$ cat src/rtl/mult_pkg.sv
// Shared definitions for the sequential shift-add multiplier:
// state encoding and counter sizing.
package mult_pkg;

  typedef enum logic {
    MULT_IDLE = 1'b0,
    MULT_WORK = 1'b1
  } mult_state_t;

  // Counter width for WIDTH work cycles; never narrower than one bit.
  function automatic int ctr_width(input int w);
    return (w < 2) ? 1 : $clog2(w);
  endfunction

endpackage

$ cat src/rtl/mult_seq_if.sv
// Request/response bundle between a datapath master and the mult_seq unit.
interface mult_seq_if
  import mult_pkg::*;
#(
  parameter int WIDTH = 8
);
  // Handshake: start is taken only while busy_o is low (state IDLE); the edge that
  // takes it samples a_bi/b_bi/signed_i and raises busy_o. Anything presented while
  // busy_o is high is ignored. done_o pulses for one cycle when y_bo is updated, and
  // y_bo holds that product until the next completion.
  logic [WIDTH-1:0]   a_bi;
  logic [WIDTH-1:0]   b_bi;
  logic               signed_i;
  logic               start;
  logic               busy_o;
  logic               done_o;
  logic [2*WIDTH-1:0] y_bo;
  mult_state_t        dbg_state;

  modport master (
    output a_bi, b_bi, signed_i, start,
    input  busy_o, done_o, y_bo, dbg_state
  );

  modport slave (
    input  a_bi, b_bi, signed_i, start,
    output busy_o, done_o, y_bo, dbg_state
  );
endinterface

$ cat src/rtl/mult_magnitude.sv
// Operand conditioning: absolute value in signed mode, raw value in unsigned mode.
module mult_magnitude #(
  parameter int WIDTH = 8
) (
  input  logic [WIDTH-1:0] val,
  input  logic             signed_i,
  output logic [WIDTH-1:0] mag,
  output logic             sign
);

  assign sign = signed_i & val[WIDTH-1];
  // The most negative value maps onto itself, which read unsigned is the right magnitude.
  assign mag  = sign ? -val : val;

endmodule

$ cat src/rtl/mult_seq.sv
// Sequential shift-add multiplier: WIDTH work cycles per product, unsigned or
// two's-complement per operation, registered 2*WIDTH-bit result with a done pulse.
module mult_seq
  import mult_pkg::*;
#(
  parameter int WIDTH = 8
) (
  input  logic      clk,
  input  logic      reset,
  mult_seq_if.slave bus
);

  localparam int            CW   = ctr_width(WIDTH);
  localparam logic [CW-1:0] LAST = CW'(WIDTH - 1);

  mult_state_t        state;
  logic [WIDTH-1:0]   a_mag;
  logic [WIDTH-1:0]   b_mag;
  logic               neg;
  logic [2*WIDTH-1:0] acc;
  logic [CW-1:0]      ctr;
  logic [2*WIDTH-1:0] y_q;
  logic               done_q;

  logic [WIDTH-1:0]   a_in_mag;
  logic [WIDTH-1:0]   b_in_mag;
  logic               a_sign;
  logic               b_sign;
  logic [2*WIDTH-1:0] term;
  logic [2*WIDTH-1:0] sum;

  mult_magnitude #(.WIDTH(WIDTH)) u_mag_a (
    .val      (bus.a_bi),
    .signed_i (bus.signed_i),
    .mag      (a_in_mag),
    .sign     (a_sign)
  );

  mult_magnitude #(.WIDTH(WIDTH)) u_mag_b (
    .val      (bus.b_bi),
    .signed_i (bus.signed_i),
    .mag      (b_in_mag),
    .sign     (b_sign)
  );

  // Partial product for the multiplier bit selected by ctr, aligned to its weight.
  assign term = {{WIDTH{1'b0}}, a_mag & {WIDTH{b_mag[ctr]}}} << ctr;
  assign sum  = acc + term;

  always_ff @(posedge clk or negedge reset) begin
    if (!reset) begin
      state  <= MULT_IDLE;
      a_mag  <= '0;
      b_mag  <= '0;
      neg    <= 1'b0;
      acc    <= '0;
      ctr    <= '0;
      y_q    <= '0;
      done_q <= 1'b0;
    end else begin
      done_q <= 1'b0;
      case (state)
        MULT_IDLE: begin
          if (bus.start) begin
            a_mag <= a_in_mag;
            b_mag <= b_in_mag;
            neg   <= a_sign ^ b_sign;
            acc   <= '0;
            ctr   <= '0;
            state <= MULT_WORK;
          end
        end
        MULT_WORK: begin
          acc <= sum;
          if (ctr == LAST) begin
            y_q    <= neg ? -sum : sum;
            done_q <= 1'b1;
            state  <= MULT_IDLE;
          end else begin
            ctr <= ctr + 1'b1;
          end
        end
        default: state <= MULT_IDLE;
      endcase
    end
  end

  assign bus.busy_o    = (state == MULT_WORK);
  assign bus.done_o    = done_q;
  assign bus.y_bo      = y_q;
  assign bus.dbg_state = state;

endmodule

$ cat src/flat_wrapper.sv
// flat-port wrapper written by rule: the top's interface ports become plain ports
module mult_seq_flat import mult_pkg::*;
#(
  parameter int WIDTH = 8
)
  (clk, reset, bus_a_bi, bus_b_bi, bus_signed_i, bus_start, bus_busy_o, bus_done_o, bus_y_bo, bus_dbg_state);
  mult_seq_if #(.WIDTH(WIDTH)) bus_i ();
  input  logic clk;
  input  logic reset;
  input wire logic [$bits(bus_i.a_bi)-1:0] bus_a_bi;
  input wire logic [$bits(bus_i.b_bi)-1:0] bus_b_bi;
  input wire logic [$bits(bus_i.signed_i)-1:0] bus_signed_i;
  input wire logic [$bits(bus_i.start)-1:0] bus_start;
  output wire logic [$bits(bus_i.busy_o)-1:0] bus_busy_o;
  output wire logic [$bits(bus_i.done_o)-1:0] bus_done_o;
  output wire logic [$bits(bus_i.y_bo)-1:0] bus_y_bo;
  output wire logic [$bits(bus_i.dbg_state)-1:0] bus_dbg_state;
  assign bus_i.a_bi = bus_a_bi;
  assign bus_i.b_bi = bus_b_bi;
  assign bus_i.signed_i = bus_signed_i;
  assign bus_i.start = bus_start;
  assign bus_busy_o = bus_i.busy_o;
  assign bus_done_o = bus_i.done_o;
  assign bus_y_bo = bus_i.y_bo;
  assign bus_dbg_state = bus_i.dbg_state;
  mult_seq #(.WIDTH(WIDTH)) u_core (.clk(clk), .reset(reset), .bus(bus_i));
endmodule
$ cat config.mk
export PLATFORM = sky130hd
export DESIGN_NAME = mult_seq_flat
export DESIGN_NICKNAME = d
export VERILOG_FILES = /design/src/rtl/mult_pkg.sv /design/src/rtl/mult_seq_if.sv /design/src/rtl/mult_magnitude.sv /design/src/rtl/mult_seq.sv /design/src/flat_wrapper.sv
export SDC_FILE = /design/constraint.sdc
export NUM_CORES = 1
export LEC_CHECK = 0
export CORE_UTILIZATION = 53
export CTS_CLUSTER_DIAMETER = 30
export CTS_CLUSTER_SIZE = 8
export DETAILED_ROUTE_END_ITERATION = 7
export PLACE_DENSITY = 0.75
export SYNTH_ARGS = -nofsm -noshare
export SYNTH_HDL_FRONTEND = slang
export SYNTH_SLANG_ARGS = --single-unit
export TNS_END_PERCENT = 1
$ cat constraint.sdc
create_clock -name clk -period 5.8 [get_ports clk]
set_input_delay 1.16 -clock clk [delete_from_list [all_inputs] [get_ports clk]]
set_output_delay 1.16 -clock clk [all_outputs]
set_load 0.005 [all_outputs]
==> flow_summary.toml, run 1 <==
[worst_setup_path]
cpMaxStageDelayCell = "dfrtp_1"
reg2regPathDepth = 13
reg2reg_to = "u_core.bus.y_bo[14]"
startpoint_type = "register"
critPathBufInv = 0
worstPathMaxFanout = 17
worstPathRequired_ns = 5.98
rrSetupSlack_ns = 1.48
endpoint_kind = "register"
path_class = "reg -> reg"
regToRegStartpoint = "u_core.ctr[0]"
crit_family = "simple AND/OR/NAND/NOR gates"
path_cells = "mux4_2, nand2_1, and2_1, a21oi_1, ha_1, o211ai_1, o21ai_2, xor2_1, or2_4, or4_4, o41ai_2, xnor2_1, o21ai_1"
arrival_ns = 4.51
max_stage_delay_ns = 0.70

[finish]
drive_gt1_frac = 0.0850
finalNetCount = 488
diodes = 0
multi_input_area_sq_um = 2260
seqCellArea_sq_um = 1350
fillers = 611
area_growth_syn_to_layout_pct = 14.0
fin_area_sq_um = 4270

[timing]
fin_worst_skew_ns = 0.00867
worst_slew_pin_slew_ns = 0.831
hold_violations = 0
tns_ns = 0
whs_ns = 0.487
slew_headroom = 0.445
slew_violations = 0
final.min_clock_period_ns = 4.32
fin_crit_sh = 0.746
setup_slack_ns = 1.48
setup_viol = 0
fmaxAchievable_ghz = 0.231
grt_setup_unrepaired = "false"

[outcome]
status = "finished, final reports clean"

[clock_network]
cts_hold_buf = 0
htreeDepth = 2
cts_resized = 0
clk-insertion-delay-late_ns = 0.32
cts_buffer_depth = 2
cts_tree = "done"
cts-root-buf = "clkbuf_8"
clock-sinks = 54
clk_transition_reported_paths_ns = 0.11
cts_setup_buffers = 0
numCtsBuffers = 5

[yosys]
yosys_most_used_dff = "dfrtp_1"
synth.distinct_cells = 59
synth_top_area_frac = 0.361
yosys.area.top_type = "dfrtp_1"
synth_edf_count = 0
yosysWarningCount = 0
syn_inst = 418
postSynthAreaPerCell_sq_um = 8.96
yosysSeqAreaShare = 0.361
async_flop_share = 1.00
synth_area_sq_um = 3750
synth-seq-cells = 54
synthTopCellsByCount = "nand2_1 (59), dfrtp_1 (54), o21ai_0 (45)"
synth_most_common_cell = "nand2_1"
synth_nets = 460
synth_area_leaders = "dfrtp_1 (36%), ha_1 (7.0%), o21ai_0 (6.0%)"

[power]
worst_ir_drop_vdd_v = 0.000200
p_per_area_nw_per_um2 = 544
leakage_nw = 1.94

[global_route]
overflow = 0
grt_pass1_vias = 2928
track_usage = 0.234
grt_pass1_wl_microns = 13600
antenna_found_initial = 0
grt_start_max_net_pins = 55

[hold_path]
hold_class = "reg -> reg"
hold_end = "u_core.bus.y_bo[10]"
min-delay-start = "u_core.bus.y_bo[10]"
whs_path_depth = 2

[detailed_routing]
drt-total-wl_microns = 7990
num_vias = 3053
viasPerCell = 5.62
dr.pass1.iters = 4
drtIter0Drc = 143
postRouteAntennaNets = 0
drc_errors = 0
detail_route.wl_per_cell_microns = 14.7

[placed_design]
portBuffers = 38
dpl-instance-area_sq_um = 4170
place.detailed.hpwl_microns = 6190
place_congestion = 0.913
pre_cts_ws_ns = 1.50

[floorplan]
die_h_microns = 86.1
io_pins = 39
die_w_microns = 86.1
initial_core_util = 0.551
rows = 30
coreArea_sq_um = 6790
die-area_sq_um = 7410

[flow_run]
drv_cap = 0
[per-stage QoR]
step	std cells	utilization	power [mW]
after floorplan	418	-	1.72
after global placement	535	0.614	2.05
after detailed placement	535	0.614	2.09
after CTS	543	0.628	2.33
after global routing	543	0.628	2.54
final	543	0.628	2.32
[power by group]
| group | internal, mW | switching [mW] | total, mW |
|---|---|---|---|
| combinational | 0.627 | 0.762 | 1.39 |
| sequential | 0.536 | 0.169 | 0.704 |
| clock | 0.0906 | 0.139 | 0.230 |
[flip-flops by register name (all words and copies together), names as in the netlist]
| name | count |
|---|---|
| u_core.acc | 16 |
| u_core.bus.y_bo | 16 |
| u_core.a_mag | 8 |
| u_core.b_mag | 8 |
| u_core.ctr | 3 |
| u_core.bus.busy_o | 1 |
| u_core.bus.done_o | 1 |
| u_core.neg | 1 |
[layer usage]
metal	vias to the layer above	track usage	part of all wire
li1	1546	-	-
met1	1421	0.298	0.46
met2	76	0.413	0.50
met3	10	0.0346	0.035
met4	0	0.0621	0.013
met5	-	0	0
[cells in the final DEF, fill, tap and decap left out, types with 2 or more instances in the layout]
cell type and n:
and2_1 3, a22o_1 12, mux2_2 6, o21ai_1 4
clkdlybuf4s50_1 37, nor2_1 35, xnor2_1 21, or3_1 6
o211ai_1 5, and3_1 5, mux2i_1 10, nand2_1 59
a21oi_1 23, o31ai_1 4, inv_1 12, a21o_1 4
buf_4 2, nand3_1 7, a31o_2 2, a221oi_2 2
clkbuf_8 5, nor3_1 4, xor2_1 16, nor3b_1 2
or2_2 2, o21ai_0 45, a31oi_1 5, dfrtp_1 54
o41ai_2 2, mux4_2 2, ha_1 21
[how the worst max path moves through the flow]
stage                       start                  end  slack (ns)  depth (start not counted)
floorplan           u_core.ctr[0]  u_core.bus.y_bo[14]        1.81                         15
global placement    u_core.ctr[0]  u_core.bus.y_bo[14]        1.66                         13
detailed placement  u_core.ctr[0]  u_core.bus.y_bo[14]        1.50                         13
CTS                 u_core.ctr[0]  u_core.bus.y_bo[14]        1.49                         13
global route        u_core.ctr[0]  u_core.bus.y_bo[14]        1.14                         13
finish              u_core.ctr[0]  u_core.bus.y_bo[14]        1.48                         13
[kinds of logic after synthesis]
logic type | after synthesis | synth area share
flip-flops | 54 | 0.361
AND/OR/NAND/NOR | 131 | 0.157
adder cells (fa/ha/maj) | 22 | 0.0755
XOR/XNOR | 38 | 0.0908
multiplexers | 18 | 0.0568
buffers and inverters | 32 | 0.0357
AO/OA/AOI/OAI | 123 | 0.223
[layout make-up]
class	instances	area share
Multi-Input combinational cell	332	0.530
Sequential cell	54	0.317
Timing Repair Buffer	40	0.0914
Tap cell	96	0.0281
Clock buffer	5	0.0161
Inverter	13	0.0114
Clock inverter	3	0.00674
[worst reg2reg max path, cell delays in order, from the launching register on]
cell and delay (ns):
dfrtp_1 0.70, mux4_2 0.59, nand2_1 0.15, and2_1 0.23, a21oi_1 0.09, ha_1 0.42, o211ai_1 0.16, o21ai_2 0.23
xor2_1 0.17, or2_4 0.28, or4_4 0.53, o41ai_2 0.39, xnor2_1 0.18, o21ai_1 0.07
Note: power is estimated with default switching activity, not from simulation.
==> run 2: changes to the inputs <==
==> constraint.sdc (replaced) <==
create_clock -name clk -period 4.4 [get_ports clk]
set_input_delay 0.88 -clock clk [delete_from_list [all_inputs] [get_ports clk]]
set_output_delay 0.88 -clock clk [all_outputs]
set_load 0.005 [all_outputs]
==> run 2 against run 1 <==
  * Core utilization is 0.26 points higher
  * Final area grew 0.41%
  * Maximum frequency grew 5.5%
  * Die area is the same
  * Via count is 0.46% higher
  * Critical path depth unchanged
  * Critical endpoint is now u_core.bus.y_bo[12]
  * Largest cell class unchanged
  * Highest routed layer unchanged
==> flow_summary.toml, run 2 (synthesis results as in run 1) <==
[worst_setup_path]
max_stage_delay_ns = 0.67
cpMaxStageDelayCell = "dfrtp_1"
path_class = "reg -> reg"
arrival_ns = 4.31
reg2reg_to = "u_core.bus.y_bo[12]"
rrSetupSlack_ns = 0.30
regToRegStartpoint = "u_core.ctr[1]"
worstPathMaxFanout = 15
path_cells = "mux4_2, nand2_1, and2_1, nor2_1, ha_1, a21oi_2, o21ai_0, a221oi_2, xnor2_1, or3_1, o21ai_1, xnor2_1, mux2_2"
crit_top_cell = "xnor2_1"
reg2regPathDepth = 13
worstPathRequired_ns = 4.61
endpoint_kind = "register"
startpoint_type = "register"

[timing]
setup_viol = 0
slew_violations = 0
hold_violations = 0
slew_headroom = 0.424
tns_ns = 0
fin_crit_sh = 0.931
fin_worst_skew_ns = 0.00371
fmaxAchievable_ghz = 0.244
grt_setup_unrepaired = "false"
final.min_clock_period_ns = 4.10
whs_ns = 0.484
worst_slew_pin_slew_ns = 0.861

[power]
swShare = 0.457
worst_ir_drop_vdd_v = 0.000261
combPwrFrac = 0.604
leakage_nw = 1.95
p_per_area_nw_per_um2 = 716
p_switching_mw = 1.40
p_int_mw = 1.67
p_seq_frac = 0.300
clockPowerShare = 0.095

[clock_network]
cts_resized = 0
cts_tree = "done"
cts_buffer_depth = 2
clk-insertion-delay-late_ns = 0.31
cts-root-buf = "clkbuf_8"
clock-sinks = 54
numCtsBuffers = 5
clk_transition_reported_paths_ns = 0.10
cts_hold_buf = 0
cts_setup_buffers = 0
htreeDepth = 2

[placed_design]
place_congestion = 0.935
portBuffers = 38
place.detailed.hpwl_microns = 6280

[detailed_routing]
dr.pass1.iters = 4
detail_route.wl_per_cell_microns = 14.6
drtIter0Drc = 155
num_vias = 3067
drt-total-wl_microns = 7980
viasPerCell = 5.62
drc_errors = 0
postRouteAntennaNets = 0

[floorplan]
io_pins = 39
rows = 30
die-area_sq_um = 7410
initial_core_util = 0.551
die_w_microns = 86.1
coreArea_sq_um = 6790
die_h_microns = 86.1

[finish]
seqCellArea_sq_um = 1350
drive_gt1_frac = 0.0911
final_common_cell = "nand2_1"
multi_input_area_sq_um = 2260
finalNetCount = 491
fillers = 605
diodes = 0
area_growth_syn_to_layout_pct = 14.4
mostFrequentLayoutCells = "nand2_1 (59), dfrtp_1 (54), o21ai_0 (45)"

[hold_path]
hold_end = "u_core.bus.y_bo[11]"
hold_class = "reg -> reg"
whs_path_depth = 2
min-delay-start = "u_core.bus.y_bo[11]"

[flow_run]
drv_cap = 0

[global_route]
grt_start_max_net_pins = 55
grt_pass1_wl_microns = 14000
overflow = 0
antenna_found_initial = 0
grt_pass1_vias = 3023
track_usage = 0.237

[outcome]
status = "finished, final reports clean"
==> run 2: cell count changes in the layout (fill, tap and decap cells not counted) <==
cell | before | now
clkinvlp_4 | 0 | 2
inv_8 | 1 | 0
buf_4 | 2 | 5
clkinv_4 | 1 | 0
==> run 2: power groups by stage <==
stage | clock, mW | sequential (mW) | combinational (mW)
finish | 0.293 | 0.922 | 1.86
floorplan | 0 | 0.834 | 1.44
CTS | 0.299 | 0.921 | 1.85
global placement | 0 | 0.917 | 1.81
global route | 0.319 | 0.950 | 2.08
detailed placement | 0 | 0.929 | 1.85
==> run 2: cell type report <==
class                           count  area share
Inverter                           13      0.0114
Sequential cell                    54       0.315
Timing Repair Buffer               43      0.0963
Multi-Input combinational cell    332       0.527
Tap cell                           96      0.0280
Clock buffer                        5      0.0161
Clock inverter                      3     0.00555
==> run 2: routing by layer <==
metal / share of wire / global-route usage / vias up
met2: 0.48 / 0.413 / 75
met1: 0.46 / 0.305 / 1426
met4: 0.021 / 0.0742 / 0
met3: 0.036 / 0.0337 / 13
met5: 0 / 0 / -
li1: - / - / 1553
==> run 2: worst max-delay path: cells and delay by family (launching register included) <==
kind / cells / cell delay (ns)
AO/OA/AOI/OAI: 4 / 1.09
XOR/XNOR: 2 / 0.32
adder cells (fa/ha/maj): 1 / 0.39
flip-flops: 1 / 0.67
multiplexers: 2 / 0.69
AND/OR/NAND/NOR: 4 / 0.83
==> run 2: worst max-delay path by stage <==
stage          slack (ns)           from                   to  cells past startpoint
2_1_floorplan        0.41  u_core.ctr[0]  u_core.bus.y_bo[14]                     15
3_3_place_gp         0.46  u_core.ctr[1]  u_core.bus.y_bo[14]                     14
3_5_place_dp         0.35  u_core.ctr[1]  u_core.bus.y_bo[14]                     13
4_1_cts              0.34  u_core.ctr[1]  u_core.bus.y_bo[14]                     13
5_1_grt              0.06  u_core.ctr[1]  u_core.bus.y_bo[12]                     13
6_report             0.30  u_core.ctr[1]  u_core.bus.y_bo[12]                     13
==> run 2: stage by stage <==
stage	power [mW]	setup slack, ns	area, sq um	util	std cells
after global routing	3.35	0.0626	4290	0.631	546
after detailed placement	2.78	0.351	4190	0.617	538
final	3.07	0.302	4290	0.631	546
after global placement	2.72	0.463	4190	0.617	538
after floorplan	2.27	0.409	3750	-	418
after CTS	3.07	0.341	4290	0.631	546
==> run 3: changes to the inputs <==
--- a/config.mk
+++ b/config.mk
@@ -5,7 +5,9 @@
 export SDC_FILE = /design/constraint.sdc
 export NUM_CORES = 1
 export LEC_CHECK = 0
+export ABC_CLOCK_PERIOD_IN_PS = 4400
 export CORE_UTILIZATION = 53
+export CTS_BUF_LIST = sky130_fd_sc_hd__clkbuf_4 sky130_fd_sc_hd__clkbuf_8 sky130_fd_sc_hd__clkbuf_16
 export CTS_CLUSTER_DIAMETER = 30
 export CTS_CLUSTER_SIZE = 8
 export DETAILED_ROUTE_END_ITERATION = 7
==> results of run 3 <==
The final DEF is identical to that of run 2; final timing and power are the same.
